[config.mk]
export PLATFORM = sky130hd
export DESIGN_NAME = uart_core
export DESIGN_NICKNAME = d
export VERILOG_FILES = /design/src/rtl/uart_pkg.sv /design/src/rtl/uart_bit_timer.sv /design/src/rtl/uart_core.sv
export SDC_FILE = /design/constraint.sdc
export NUM_CORES = 1
export LEC_CHECK = 0
export BUFFER_PORTS_ARGS = -buffer_cell sky130_fd_sc_hd__buf_4
export CELL_PAD_IN_SITES_DETAIL_PLACEMENT = 1
export CELL_PAD_IN_SITES_GLOBAL_PLACEMENT = 1
export CORE_UTILIZATION = 51
export CTS_BUF_LIST = sky130_fd_sc_hd__clkbuf_4 sky130_fd_sc_hd__clkbuf_8
export CTS_CLUSTER_DIAMETER = 100
export DETAILED_ROUTE_END_ITERATION = 10
export PLACE_DENSITY_LB_ADDON = 0.1
export RECOVER_POWER = 50
export SYNTH_ARGS = -nofsm -noshare
export SYNTH_HDL_FRONTEND = slang
export SYNTH_SLANG_ARGS = --single-unit
export TNS_END_PERCENT = 30
[constraint.sdc]
create_clock -name clk -period 3.6 [get_ports clk]
set_input_delay 0.36 -clock clk [delete_from_list [all_inputs] [get_ports clk]]
set_output_delay 0.36 -clock clk [all_outputs]
set_load 0.02 [all_outputs]
[src/rtl/uart_pkg.sv]
// uart_pkg: shared state encodings and constants for uart_core.
// Parity state is only reached when UART_PARITY_EN is defined.
package uart_pkg;

  localparam int   DATA_BITS  = 8;
  localparam logic IDLE_LEVEL = 1'b1;
  localparam int   BIT_IDX_W  = $clog2(DATA_BITS);

  typedef logic [BIT_IDX_W-1:0] bit_idx_t;

  typedef enum logic [2:0] {
    TX_IDLE,
    TX_START,
    TX_DATA,
    TX_PARITY,
    TX_STOP
  } tx_state_t;

  typedef enum logic [2:0] {
    RX_IDLE,
    RX_START,
    RX_DATA,
    RX_PARITY,
    RX_STOP
  } rx_state_t;

endpackage

[src/rtl/uart_bit_timer.sv]
// uart_bit_timer: free-running bit-period counter with mid-bit and
// end-of-bit strobes; restart_i starts a fresh period, clear_i stops it.
module uart_bit_timer #(
  parameter int CLKS_PER_BIT = 868
) (
  input  logic clk_i,
  input  logic rst_i,
  input  logic restart_i,
  input  logic clear_i,
  output logic mid_o,
  output logic end_o
);

  localparam int CW = $clog2(CLKS_PER_BIT);

  logic [CW-1:0] cnt_q, cnt_d;
  logic          run_q, run_d;
  logic          wrap;

  assign wrap = (cnt_q == CW'(CLKS_PER_BIT - 1));

  always_comb begin
    cnt_d = cnt_q;
    run_d = run_q;
    if (restart_i) begin
      cnt_d = '0;
      run_d = 1'b1;
    end else if (clear_i) begin
      cnt_d = '0;
      run_d = 1'b0;
    end else if (run_q) begin
      cnt_d = wrap ? '0 : cnt_q + 1'b1;
    end
  end

  always_ff @(posedge clk_i) begin
    if (rst_i) begin
      cnt_q <= '0;
      run_q <= 1'b0;
    end else begin
      cnt_q <= cnt_d;
      run_q <= run_d;
    end
  end

  assign mid_o = run_q & (cnt_q == CW'(CLKS_PER_BIT / 2 - 1));
  assign end_o = run_q & wrap;

endmodule

[src/rtl/uart_core.sv]
// uart_core: full-duplex 8N1 UART, optional even parity bit.
// Define UART_PARITY_EN to honour parity_enable; otherwise it is ignored.
module uart_core
  import uart_pkg::*;
#(
  parameter int CLKS_PER_BIT = 868
) (
  input  logic       clk,
  input  logic       reset,
  input  logic       rx_pin,
  input  logic       send_request,
  input  logic [7:0] tx_data,
  input  logic       parity_enable,
  output logic [7:0] rx_data,
  output logic       data_ready,
  output logic       parity_err,
  output logic       frame_err,
  output logic       tx_pin,
  output logic       tx_busy,
  output logic       tx_done
);

  tx_state_t  tx_state_q, tx_state_d;
  bit_idx_t   tx_bit_q, tx_bit_d;
  logic [7:0] tx_buf_q;
  logic       tx_pend_q;
  logic       tx_restart, tx_clear, tx_end;
  logic       tx_mid_unused;

  rx_state_t  rx_state_q, rx_state_d;
  bit_idx_t   rx_bit_q, rx_bit_d;
  logic [7:0] rx_sh_q, rx_sh_d;
  logic [7:0] rx_data_q, rx_data_d;
  logic       rdy_q, rdy_d;
  logic       ferr_q, ferr_d;
  logic [1:0] sync_q;
  logic       prev_q;
  logic       rx_s, rx_fall;
  logic       rx_restart, rx_clear, rx_mid;
  logic       rx_end_unused;

`ifdef UART_PARITY_EN
  logic tx_par_q;
  logic rx_par_q;
  logic pbad_q, pbad_d;
  logic perr_q, perr_d;
`else
  logic unused_parity_enable;
  assign unused_parity_enable = parity_enable;
`endif

  assign tx_busy = tx_pend_q | (tx_state_q != TX_IDLE);

  uart_bit_timer #(.CLKS_PER_BIT(CLKS_PER_BIT)) u_tx_timer (
    .clk_i    (clk),
    .rst_i    (reset),
    .restart_i(tx_restart),
    .clear_i  (tx_clear),
    .mid_o    (tx_mid_unused),
    .end_o    (tx_end)
  );

  // Capture stays live during reset so a request overlapping reset survives.
  always_ff @(posedge clk) begin
    if (send_request && (reset || !tx_busy))
      tx_buf_q <= tx_data;
    if (reset) begin
      tx_state_q <= TX_IDLE;
      tx_bit_q   <= '0;
      tx_pend_q  <= send_request;
    end else begin
      tx_state_q <= tx_state_d;
      tx_bit_q   <= tx_bit_d;
      if (tx_restart)
        tx_pend_q <= 1'b0;
      else if (send_request && !tx_busy)
        tx_pend_q <= 1'b1;
    end
  end

`ifdef UART_PARITY_EN
  always_ff @(posedge clk) begin
    if (reset)
      tx_par_q <= 1'b0;
    else if (tx_restart)
      tx_par_q <= parity_enable;
  end
`endif

  always_comb begin
    tx_state_d = tx_state_q;
    tx_bit_d   = tx_bit_q;
    tx_restart = 1'b0;
    tx_clear   = 1'b0;
    tx_done    = 1'b0;
    tx_pin     = IDLE_LEVEL;
    unique case (tx_state_q)
      TX_IDLE: begin
        if (tx_pend_q && !reset) begin
          tx_state_d = TX_START;
          tx_restart = 1'b1;
        end
      end
      TX_START: begin
        tx_pin = 1'b0;
        if (tx_end) begin
          tx_state_d = TX_DATA;
          tx_bit_d   = '0;
        end
      end
      TX_DATA: begin
        tx_pin = tx_buf_q[tx_bit_q];
        if (tx_end) begin
          tx_bit_d = tx_bit_q + 1'b1;
          if (tx_bit_q == BIT_IDX_W'(DATA_BITS - 1))
`ifdef UART_PARITY_EN
            tx_state_d = tx_par_q ? TX_PARITY : TX_STOP;
`else
            tx_state_d = TX_STOP;
`endif
        end
      end
`ifdef UART_PARITY_EN
      TX_PARITY: begin
        tx_pin = ^tx_buf_q;
        if (tx_end)
          tx_state_d = TX_STOP;
      end
`endif
      TX_STOP: begin
        if (tx_end) begin
          tx_state_d = TX_IDLE;
          tx_clear   = 1'b1;
          tx_done    = !reset;
        end
      end
      default: tx_state_d = TX_IDLE;
    endcase
  end

  uart_bit_timer #(.CLKS_PER_BIT(CLKS_PER_BIT)) u_rx_timer (
    .clk_i    (clk),
    .rst_i    (reset),
    .restart_i(rx_restart),
    .clear_i  (rx_clear),
    .mid_o    (rx_mid),
    .end_o    (rx_end_unused)
  );

  assign rx_s    = sync_q[1];
  assign rx_fall = prev_q & ~rx_s;

  always_ff @(posedge clk) begin
    if (reset) begin
      sync_q     <= 2'b11;
      prev_q     <= 1'b1;
      rx_state_q <= RX_IDLE;
      rx_bit_q   <= '0;
      rx_sh_q    <= '0;
      rx_data_q  <= '0;
      rdy_q      <= 1'b0;
      ferr_q     <= 1'b0;
    end else begin
      sync_q     <= {sync_q[0], rx_pin};
      prev_q     <= rx_s;
      rx_state_q <= rx_state_d;
      rx_bit_q   <= rx_bit_d;
      rx_sh_q    <= rx_sh_d;
      rx_data_q  <= rx_data_d;
      rdy_q      <= rdy_d;
      ferr_q     <= ferr_d;
    end
  end

`ifdef UART_PARITY_EN
  always_ff @(posedge clk) begin
    if (reset) begin
      rx_par_q <= 1'b0;
      pbad_q   <= 1'b0;
      perr_q   <= 1'b0;
    end else begin
      if (rx_restart)
        rx_par_q <= parity_enable;
      pbad_q <= pbad_d;
      perr_q <= perr_d;
    end
  end
`endif

  always_comb begin
    rx_state_d = rx_state_q;
    rx_bit_d   = rx_bit_q;
    rx_sh_d    = rx_sh_q;
    rx_data_d  = rx_data_q;
    ferr_d     = ferr_q;
    rdy_d      = 1'b0;
    rx_restart = 1'b0;
    rx_clear   = 1'b0;
`ifdef UART_PARITY_EN
    pbad_d     = pbad_q;
    perr_d     = perr_q;
`endif
    unique case (rx_state_q)
      RX_IDLE: begin
        if (rx_fall) begin
          rx_state_d = RX_START;
          rx_restart = 1'b1;
        end
      end
      RX_START: begin
        // A line back high at mid-start is a glitch, not a frame.
        if (rx_mid) begin
          if (rx_s) begin
            rx_state_d = RX_IDLE;
            rx_clear   = 1'b1;
          end else begin
            rx_state_d = RX_DATA;
            rx_bit_d   = '0;
          end
        end
      end
      RX_DATA: begin
        if (rx_mid) begin
          rx_sh_d  = {rx_s, rx_sh_q[7:1]};
          rx_bit_d = rx_bit_q + 1'b1;
          if (rx_bit_q == BIT_IDX_W'(DATA_BITS - 1))
`ifdef UART_PARITY_EN
            rx_state_d = rx_par_q ? RX_PARITY : RX_STOP;
`else
            rx_state_d = RX_STOP;
`endif
        end
      end
`ifdef UART_PARITY_EN
      RX_PARITY: begin
        if (rx_mid) begin
          pbad_d     = rx_s ^ (^rx_sh_q);
          rx_state_d = RX_STOP;
        end
      end
`endif
      RX_STOP: begin
        if (rx_mid) begin
          rx_state_d = RX_IDLE;
          rx_clear   = 1'b1;
          rx_data_d  = rx_sh_q;
          ferr_d     = ~rx_s;
          rdy_d      = 1'b1;
`ifdef UART_PARITY_EN
          perr_d     = rx_par_q & pbad_q;
`endif
        end
      end
      default: rx_state_d = RX_IDLE;
    endcase
  end

  assign rx_data    = rx_data_q;
  assign data_ready = rdy_q;
  assign frame_err  = ferr_q;
`ifdef UART_PARITY_EN
  assign parity_err = perr_q;
`else
  assign parity_err = 1'b0;
`endif

endmodule

# Word level (Yosys, flattened, before mapping)
# Index checks and enable logic that the tools add are counted.
# Widths: inputs -> output; s select.
# word_totals
wordCells,115
output_inout_bits,14
register_bits,64
# classes
bitwise,6
eq_ne,22
order_cmp,1
n_mux,43
addsub,4
n_reduce_logical,23
# ops
operator,n
$mux 3,14
$pmux 3 s4,2
$ne 2x2->1 const B,11
$add 10x1->10 const B,2
$eq 10x10->1 const B,2
$mux 10,2
$mux 1,19
$eq 3x3->1 const B,4
$pmux 3 s2,2
$eq 10x9->1 const B,1
$reduce_and 5->1,2
$reduce_bool 2->1,4
$add 3x1->3 const B,2
$eq 3x1->1 const B,2
$eq 3x2->1 const B,2
$logic_not 3->1,2
$reduce_bool 3->1,2
$reduce_or 3->1,2
$lt 3x4->1 const B,1
$pmux 1 s2,2
$reduce_and 2->1,2
$reduce_and 4->1,1
$and 1x1->1,3
$bmux 1 s3,1
8 further kinds,12

# Depth between registers and ports, before layout
# Gate-level depths: netlist of run 1.
# depth
depth_word,7
ltp_mapped,7

# Cells and area by module
# A second synthesis of run 1 with hierarchy kept.
# hier_totals
hier_cells,317
hier_area_um2,2962.8
# by_module_without_submodules
mod,instances,area_per_inst_um2,cells_per_inst
uart_core,1,1781.7,191
uart_bit_timer,2,590.6,63

# Worst setup path before layout of run 1
# OpenSTA, ideal clock, no wires.
# synth_timing
path_kind,reg2out
startpoint,register u_tx_timer.cnt_q[0]
endpoint,output tx_done
path_buffers,1
stages_incl_launch_ff,6
arrival_ns,1.430
path_slack_ns,1.810
cell_sequence,dfxtp_1 ha_1 nor4b_4 and4_1 buf_2 and4_1
# synth_via
elab_chain_cells,4
# synth_lines
element,line,source
"start, declared",uart_bit_timer.sv:16,"logic [CW-1:0] cnt_q, cnt_d;"
"start signal, assigned",uart_bit_timer.sv:41,cnt_q <= cnt_d;
$eq 10x10->1,uart_bit_timer.sv:20,assign wrap = (cnt_q == CW'(CLKS_PER_BIT - 1));
$and 1x1->1,uart_bit_timer.sv:47,assign end_o = run_q & wrap;
$mux 1,uart_core.sv:131,if (tx_end) begin
$mux 1,uart_core.sv:97,unique case (tx_state_q)
"end, declared",uart_core.sv:20,output logic tx_done
# No other way between the ends.

# Worst setup path after layout of run 1
# Ends and elaborated chain as after synthesis.

==> results of run 1 <==
## layout make-up
cell class	count	area, um^2
Clock buffer	9	124
Clock inverter	7	80.1
Fill cell	615	2280
Inverter	8	30.0
Multi-Input combinational cell	205	1390
Sequential cell	64	1370
Tap cell	72	90.1
Timing Repair Buffer	25	143
## layout by cell type, fill, tap and decap left out, types with 9 or more instances in the layout
master and n:
dfxtp_1 55, nor2_1 35, mux2i_1 19, nand2_1 16
nor3_1 13, a21oi_1 12, clkbuf_1 12, xnor2_1 10
nand3_1 10, nand4_1 9, clkbuf_8 9, edfxtp_1 9
## power groups by stage
| stage | Sequential (W) | Clock, W | Combinational [W] |
|---|---|---|---|
| floorplan | 0.000765 | 0 | 0.0000663 |
| global placement | 0.000776 | 0 | 0.0000785 |
| detailed placement | 0.000777 | 0 | 0.0000804 |
| CTS | 0.000761 | 0.000640 | 0.0000809 |
| global route | 0.000764 | 0.000667 | 0.0000865 |
| finish | 0.000761 | 0.000621 | 0.0000767 |
## through the flow
stage	utilization, %	hold slack, ns
2_1_floorplan	-	0.389
3_3_place_gp	56.2	0.395
3_5_place_dp	56.2	0.398
4_1_cts	59.9	0.180
5_1_grt	58.6	0.200
6_report	58.6	0.204
## routing by layer
layer | GRT usage (%) | up-vias | part of all wire [%]
li1 | - | 1079 | -
met1 | 26.4 | 1031 | 48
met2 | 34.2 | 25 | 48
met3 | 3.65 | 10 | 2.1
met4 | 11.7 | 0 | 2.0
met5 | 0 | - | 0
## registers in the layout (all words and copies together) (netlist names)
register,cells
u_rx_timer.cnt_q,10
rx_sh_q,8
u_tx_timer.cnt_q,10
tx_state_q,3
rx_data,8
sync_q,2
tx_bit_q,3
rx_state_q,3
rx_bit_q,3
tx_pend_q,1
u_rx_timer.run_q,1
data_ready,1
prev_q,1
tx_buf_q,8
u_tx_timer.run_q,1
frame_err,1
## critical path, cell delays in order, from the launching register on
cell	delay [ns]
dfxtp_1	0.40
ha_1	0.25
nor4b_1	0.46
and4_1	0.41
and4_1	0.23
buf_4	0.14
## cell families after synthesis
kind of cell             after synthesis  share of synthesized area, %
adder cells (fa/ha/maj)                7                          3.01
other                                  1                         0.129
multiplexers                          22                          8.46
flip-flops                            64                          47.1
XOR/XNOR                              18                          5.41
AND/OR/NAND/NOR                      121                          23.4
AO/OA/AOI/OAI                         36                          8.16
buffers and inverters                 26                          4.34
## path summary, 6_finish.rpt
check | endpoint | slack, ns | depth (start not counted)
worst max-delay path | tx_done | 1.01 | 5
worst min-delay path | sync_q[0] | 0.20 | 2
worst max register to register | rx_bit_q[2] | 1.10 | 5
worst min register to register | sync_q[1] | 0.41 | 1
==> impl_metrics.ini, run 1 <==
[min_path]
hold_start = rx_pin
hold_class = primary input to register

[power_and_ir_drop]
pwr_density_cell_nw_per_um2 = 452
vdd_ir_drop_max_mv = 0.401
final_total_power_w = 0.00146
p_int_w = 0.00110
share_clk_of_total_power_pct = 42.6
power_frac_seq_pct = 52.2
p_sw_w = 0.000355
switching_share_pct = 24.4
power.leakage_nw = 1.24
power.share.combinational_pct = 5.3

[clock_tree]
cts.clk_slew.worst_paths_ns = 0.07
tritoncts = built
cts_max_path_buffers = 2
cts_setup_buffers = 0
cts_h_tree_lvls = 3
clk-insertion-delay-late_ns = 0.35
cts-root-buf = clkbuf_8
post_cts.resized_instances = 0
cts_hold_bufs = 0
tritoncts.num_buffers = 9
clkSinkCount = 64

[yosys]
ys_seq_elements = 64
synth_commonest_cells = 55 x dfxtp_1, 35 x nor2_1, 19 x mux2i_1, 16 x nand2_1, 13 x nor3_1
postSynthCellCount = 295
yosys_top_cell_area_share_pct = 37.8
netlist_top_cells_area = dfxtp_1 38%, edfxtp_1 9.3%, mux2i_1 6.5%
seq_area_frac_synth_pct = 47.1
mapped_area_um2 = 2910
postSynthAreaPerCell_um2 = 9.87
yosysTopAreaCell = dfxtp_1
synth-edff-count = 9
synthMostInstantiatedCell = dfxtp_1
async_flop_share_pct = 0
ys.flop_type = dfxtp_1
netlist-cell-type-count = 55
syn_nets = 315
yosys_warnings = 0

[status]
failed_checks = max-capacitance violations, max-slew violations
status = finished with violations

[timing]
timing.final.crit_share_pct = 72.0
timing.fmax_ghz = 0.386
final-hold-violation-count = 0
unrepaired_setup_endpoints_after_global_routing = false
fin_ws_ns = 1.01
final.setup_skew_ns = 0.0101
fin_setup_tns_ns = 0
tightest_slew_ns = 1.63
finalWorstPathRequiredPeriod_ns = 2.59
timing.final.setup_violations = 0
final_max_slew_violation_count = 40
slew-limit-headroom_pct = -8.81

[floorplanning]
placeableCoreArea_um2 = 5510
dieArea_um2 = 6020
top_level_ports = 27
fp.dieH_um = 77.6
placement_rows = 27
die_w_um = 77.6
initial_utilization_pct = 52.9

[layout]
diodes = 0
finalNonFillerCells = 390
post_route_cells_drive_above_1_share_pct = 13.2
nets = 333
area_growth_pct = 10.8
final_cell_area_um2 = 3230

[global_route]
first_global_vias = 2189
antenna_found_initial = 0
grt-ovfl-total = 0
grt_pass1_wl_um = 9850
global_route.usage.total_pct = 21.0
grt_max_degree = 40

[worst_setup_path]
critical_path.endpoint_type = output pin
cp-start-kind = register
worstReg2RegStart = u_rx_timer.cnt_q[0]
worst-endpoint-arrival_ns = 2.23
required_time_of_the_worst_setup_path_ns = 3.24
critical_path_class = register to output pin
critical_path.startpoint = u_tx_timer.cnt_q[0]
timing.critical_path.fanout_max = 6

[placed_design]
gp_congestion = 0.756
hpwlAfterDp_um = 3910
dpl_worst_slack_ns = 1.40
placedCellCount = 374
placement.io_buffers = 24
standard_cell_area_after_detailed_placement_um2 = 3090

[run]
drv.max_cap_violation_count = 1

[route]
remaining_drc_errors = 0
drt_iter0_drc = 111
vias_post_dr = 2145
drt-vias-per-instance = 5.50
route.final.wire_length_um = 5650
drt-pass1-iter-count = 5
post_drt_wl_per_cell_um = 14.5
antenna_left = 0
(Power assumes the default switching activity.)
==> run 2, diff against run 1 <==
Settings changed: CORE_UTILIZATION 51 to 43.
Clock period 3.6 ns to 2.15 ns, I/O delays scaled along.
==> run 2 against run 1 <==
Compared with the run above: the run ends with design-rule violations left; first-iteration DRC count decreased by 27%; non-clock buffer count increased by 5; clock power increased by 110%; sequential share of layout area decreased by 1.4 points; cell area increased by 3.5%; clock skew decreased by 0.0019 ns; worst hold slack got worse by 0.14 ns; flip-flop and latch count unchanged; highest routed layer unchanged.
==> impl_metrics.ini, run 2 (synthesis results as in run 1) <==
[status]
status = finished with violations
failed_checks = design-rule violations

[run]
drv.max_cap_violation_count = 0

[route]
remaining_drc_errors = 2
antenna_left = 0
drt-vias-per-instance = 5.38
routed.top_layer = met4
drt_iter0_drc = 81
drt-pass1-iter-count = 6
post_drt_wl_per_cell_um = 14.3
routedLengthMet1_um = 2800
vias_post_dr = 2151
route.final.wire_length_um = 5710
dr_wl_met2_um = 2690
wl_met3_um = 148

[layout]
final_common_cell = dfxtp_1
area_growth_pct = 14.6
diodes = 0
post_route_cells_drive_above_1_share_pct = 16.1
nets = 338
registers_with_the_most_flip_flops = u_rx_timer.cnt_q (10), u_tx_timer.cnt_q (10)
final_cell_mix = 54 x dfxtp_1, 35 x nor2_1, 19 x mux2i_1
filler_cell_count = 719
finalNonFillerCells = 400

[worst_setup_path]
critical_path.max_stage_delay_ns = 0.37
critical_path.endpoint_type = output pin
timing.critical_path.fanout_max = 4
timing.critical_path.slowest_stage_cell = dfxtp_1
critical_path.startpoint = u_tx_timer.cnt_q[1]
worst-endpoint-arrival_ns = 1.81
worstReg2RegStart = u_rx_timer.cnt_q[1]
critical_path.reg2reg.endpoint = u_rx_timer.cnt_q[1]
cp-start-kind = register
required_time_of_the_worst_setup_path_ns = 1.93
crit_chain = ha_2, nor4b_4, and4_4, and4_1, buf_4
critical_path_class = register to output pin
worst_r2r_path_depth = 7
r2r_setup_slack_ns = 0.24
critPathCapture = tx_done

[floorplanning]
placement_rows = 29
top_level_ports = 27
die_w_um = 84.3
fp.dieH_um = 84.3
initial_utilization_pct = 45.1
placeableCoreArea_um2 = 6460
dieArea_um2 = 7110

[timing]
final_max_slew_violation_count = 0
final-hold-violation-count = 0
fin_ws_ns = 0.129
finalWorstPathRequiredPeriod_ns = 2.02
final.setup_skew_ns = 0.00821
timing.final.setup_violations = 0
unrepaired_setup_endpoints_after_global_routing = false
timing.final.crit_share_pct = 94.0
fin_setup_tns_ns = 0
timing.fmax_ghz = 0.495

[min_path]
hold_class = primary input to register

[placed_design]
placedCellCount = 382
placement.io_buffers = 24
gp_congestion = 0.726
hpwlAfterDp_um = 3840
dpl_worst_slack_ns = 0.303

[global_route]
antenna_found_initial = 0
grt_pass1_wl_um = 10100
global_route.usage.total_pct = 17.9
grt-ovfl-total = 0
first_global_vias = 2237
grt_max_degree = 40

[clock_tree]
clkSinkCount = 64
cts_max_path_buffers = 2
cts_hold_bufs = 0
tritoncts.num_buffers = 9
tritoncts = built
cts_h_tree_lvls = 3
cts.clk_slew.worst_paths_ns = 0.07
clk-insertion-delay-late_ns = 0.34
cts-root-buf = clkbuf_8

[power_and_ir_drop]
vdd_ir_drop_max_mv = 0.473
pwr_density_cell_nw_per_um2 = 810
power.leakage_nw = 1.29
## run 2: cell count changes in the layout (fill, tap and decap cells not counted), moves of 2 or more
cell,previous run,this run
clkinv_4,4,1
buf_4,5,11
clkbuf_1,12,10
bufinv_16,1,3
inv_6,1,3
## run 2: metal layers
| metal | up-vias | GRT usage [%] |
|---|---|---|
| met2 | 24 | 30.7 |
| met4 | 0 | 6.58 |
| met5 | - | 0 |
| li1 | 1083 | - |
| met3 | 6 | 4.82 |
| met1 | 1038 | 21.6 |
## run 2: final cells by class
cell class	instances	area (um^2)	area share [%]
Clock buffer	9	124	3.71
Clock inverter	7	125	3.75
Inverter	8	30.0	0.899
Multi-Input combinational cell	205	1410	42.1
Sequential cell	64	1370	41.1
Tap cell	77	96.3	2.88
Timing Repair Buffer	30	185	5.55
## run 2: power breakdown
| group | total (W) | switching, W | internal, W |
|---|---|---|---|
| Clock | 0.00130 | 0.000512 | 0.000785 |
| Sequential | 0.00127 | 0.0000279 | 0.00124 |
| Combinational | 0.000138 | 0.0000745 | 0.0000631 |
| Total | 0.00270 | 0.000614 | 0.00209 |
## run 2: critical path: cells and delay by family, from the launching register on
family / cells / cell delay [ns]
flops: 1 / 0.37
buf+inv: 1 / 0.14
simple gates: 3 / 0.75
fa+ha+maj: 1 / 0.22
## run 2: how the worst min path moves through the flow
stage	start	endpoint	slack [ns]	cells past startpoint
4_1_cts	tx_data[4]	tx_buf_q[4]	0.03	1
3_3_place_gp	tx_data[5]	tx_buf_q[5]	0.39	1
3_5_place_dp	tx_data[6]	tx_buf_q[6]	0.39	1
5_1_grt	tx_data[4]	tx_buf_q[4]	0.05	1
6_report	rx_pin	sync_q[0]	0.06	2
2_1_floorplan	tx_data[0]	tx_buf_q[0]	0.31	0
## run 2: timing repair
item                                    4_1_cts  5_1_grt
pin swaps                                     0        1
resized for setup                             2        2
hold endpoints to repair                      0        0
endpoints found under the setup margin        1        1
buffers inserted                              0        2
## run 2: stage by stage
stage | hold WS, ns | power (W) | util, % | area, um^2
final | 0.0605 | 0.00270 | 51.7 | 3340
after global routing | 0.0496 | 0.00281 | 51.7 | 3340
after CTS | 0.0332 | 0.00274 | 52.2 | 3370
after detailed placement | 0.395 | 0.00144 | 48.4 | 3120
after global placement | 0.393 | 0.00144 | 48.4 | 3120
after floorplan | 0.314 | 0.00139 | - | 2910
==> run 3, diff against run 2 <==
==> constraint.sdc (replaced) <==
create_clock -name clk -period 2.15 [get_ports clk]
set_input_delay 0.215 -clock clk [delete_from_list [all_inputs] [get_ports clk]]
set_output_delay 0.215 -clock clk [all_outputs]
set_load 0.1 [all_outputs]
==> run 3 against run 2 <==
Compared with the run above: the run still ends with design-rule violations left; maximum frequency shrank 1.2%; global-route usage is 0.37 points lower; wire length shrank 3.3%.
==> impl_metrics.ini, run 3 (synthesis results as in run 1) <==
[worst_setup_path]
worst-endpoint-arrival_ns = 1.83
cp-start-kind = register
required_time_of_the_worst_setup_path_ns = 1.93
critical_path.endpoint_type = output pin
critical_path_class = register to output pin
timing.critical_path.fanout_max = 4

[global_route]
grt_pass1_wl_um = 9740
grt-ovfl-total = 0
global_route.usage.total_pct = 17.6
grt_max_degree = 40
antenna_found_initial = 0
first_global_vias = 2127

[layout]
filler_cell_count = 729
final_cell_mix = 52 x dfxtp_1, 35 x nor2_1, 19 x mux2i_1
finalNonFillerCells = 400
final_cell_area_um2 = 3330
diodes = 0
registers_with_the_most_flip_flops = u_rx_timer.cnt_q (10), u_tx_timer.cnt_q (10)
area_growth_pct = 14.5
final_core_utilization_pct = 51.6
post_route_cells_drive_above_1_share_pct = 16.7
final_common_cell = dfxtp_1
nets = 338

[timing]
timing.final.crit_share_pct = 95.2
fin_ws_ns = 0.104
final-hold-violation-count = 0
unrepaired_setup_endpoints_after_global_routing = false
final.setup_skew_ns = 0.0101
final_max_slew_violation_count = 0
tightest_slew_ns = 1.18
finalWorstPathRequiredPeriod_ns = 2.05
slew-limit-headroom_pct = 21.4
timing.fmax_ghz = 0.489
timing.final.setup_violations = 0

[power_and_ir_drop]
pwr_density_cell_nw_per_um2 = 778
vdd_ir_drop_max_mv = 0.476
power.leakage_nw = 1.28

[clock_tree]
tritoncts.num_buffers = 9
cts_max_path_buffers = 2
clkSinkCount = 64
cts_h_tree_lvls = 3
cts.clk_slew.worst_paths_ns = 0.07
clk-insertion-delay-late_ns = 0.34
cts-root-buf = clkbuf_8
tritoncts = built

[floorplanning]
die_w_um = 84.3
placement_rows = 29
dieArea_um2 = 7110
fp.dieH_um = 84.3
top_level_ports = 27
placeableCoreArea_um2 = 6460
initial_utilization_pct = 45.1

[placed_design]
dpl_worst_slack_ns = 0.200
hpwlAfterDp_um = 3810
placement.io_buffers = 24
standard_cell_area_after_detailed_placement_um2 = 3130
placedCellCount = 382
gp_congestion = 0.716

[route]
route.final.wire_length_um = 5520
vias_post_dr = 2122
drt-vias-per-instance = 5.31
remaining_drc_errors = 2
drt_iter0_drc = 89
post_drt_wl_per_cell_um = 13.8
drt-pass1-iter-count = 7
antenna_left = 0

[run]
drv.max_cap_violation_count = 0

[status]
status = finished with violations
failed_checks = design-rule violations

[min_path]
hold_class = primary input to register
## run 3: changes by cell type in the layout (fill, tap and decap cells not counted), moves of 2 or more
cell	change
clkinvlp_4	+2
dfxtp_1	-2
dfxtp_2	+2
inv_6	-2
## run 3: per-stage QoR
| step | setup TNS [ns] | hold slack [ns] | total power, W |
|---|---|---|---|
| after floorplan | -0.0121 | 0.314 | 0.00143 |
| after global placement | 0 | 0.393 | 0.00147 |
| after detailed placement | 0 | 0.395 | 0.00148 |
| after CTS | 0 | 0.0241 | 0.00264 |
| after global routing | 0 | 0.0327 | 0.00271 |
| final | 0 | 0.0548 | 0.00260 |
## run 3: area by class of cell
cell class	instances	area (um^2)	share of cell area, %
clock inverter	6	92.6	2.78
clock buffer	10	131	3.94
inverter	8	30.0	0.901
timing repair buffer	30	196	5.89
multi-input combinational	205	1410	42.4
tap	77	96.3	2.89
sequential	64	1380	41.2
## run 3: what timing repair did
| action | in CTS | in global routing |
|---|---|---|
| gates resized for setup | 7 | 2 |
| hold buffers | 0 | 0 |
| pin swaps | 0 | 1 |
| setup buffers | 1 | 1 |
| cloned | 0 | 0 |
| setup endpoints to repair | 1 | 2 |
## run 3: layer usage
layer	vias up	global-route usage (%)	wire length [um]
met5	-	0	0
met4	0	7.05	65
met1	1002	22.5	2690
li1	1079	-	-
met3	7	5.80	190
met2	34	27.4	2580
## run 3: final timing paths
path	from	end	slack, ns	depth (start not counted)
max	u_tx_timer.cnt_q[0]	tx_done	0.10	5
min	rx_pin	sync_q[0]	0.05	2
max reg2reg	u_rx_timer.cnt_q[0]	u_rx_timer.cnt_q[1]	0.29	6
min reg2reg	sync_q[0]	sync_q[1]	0.42	1
## run 3: report_power, final
part / total [W] / switching, W / internal, W
combinational: 0.000178 / 0.000114 / 0.0000642
sequential: 0.00127 / 0.0000274 / 0.00124
clock: 0.00115 / 0.000475 / 0.000671
total: 0.00260 / 0.000616 / 0.00198
## run 3: critical path, cell delays in order (launching register included)
cell and delay, ns:
dfxtp_2 0.37, ha_2 0.21, nor4b_4 0.22, and4_4 0.25
and4_1 0.25, buf_12 0.19
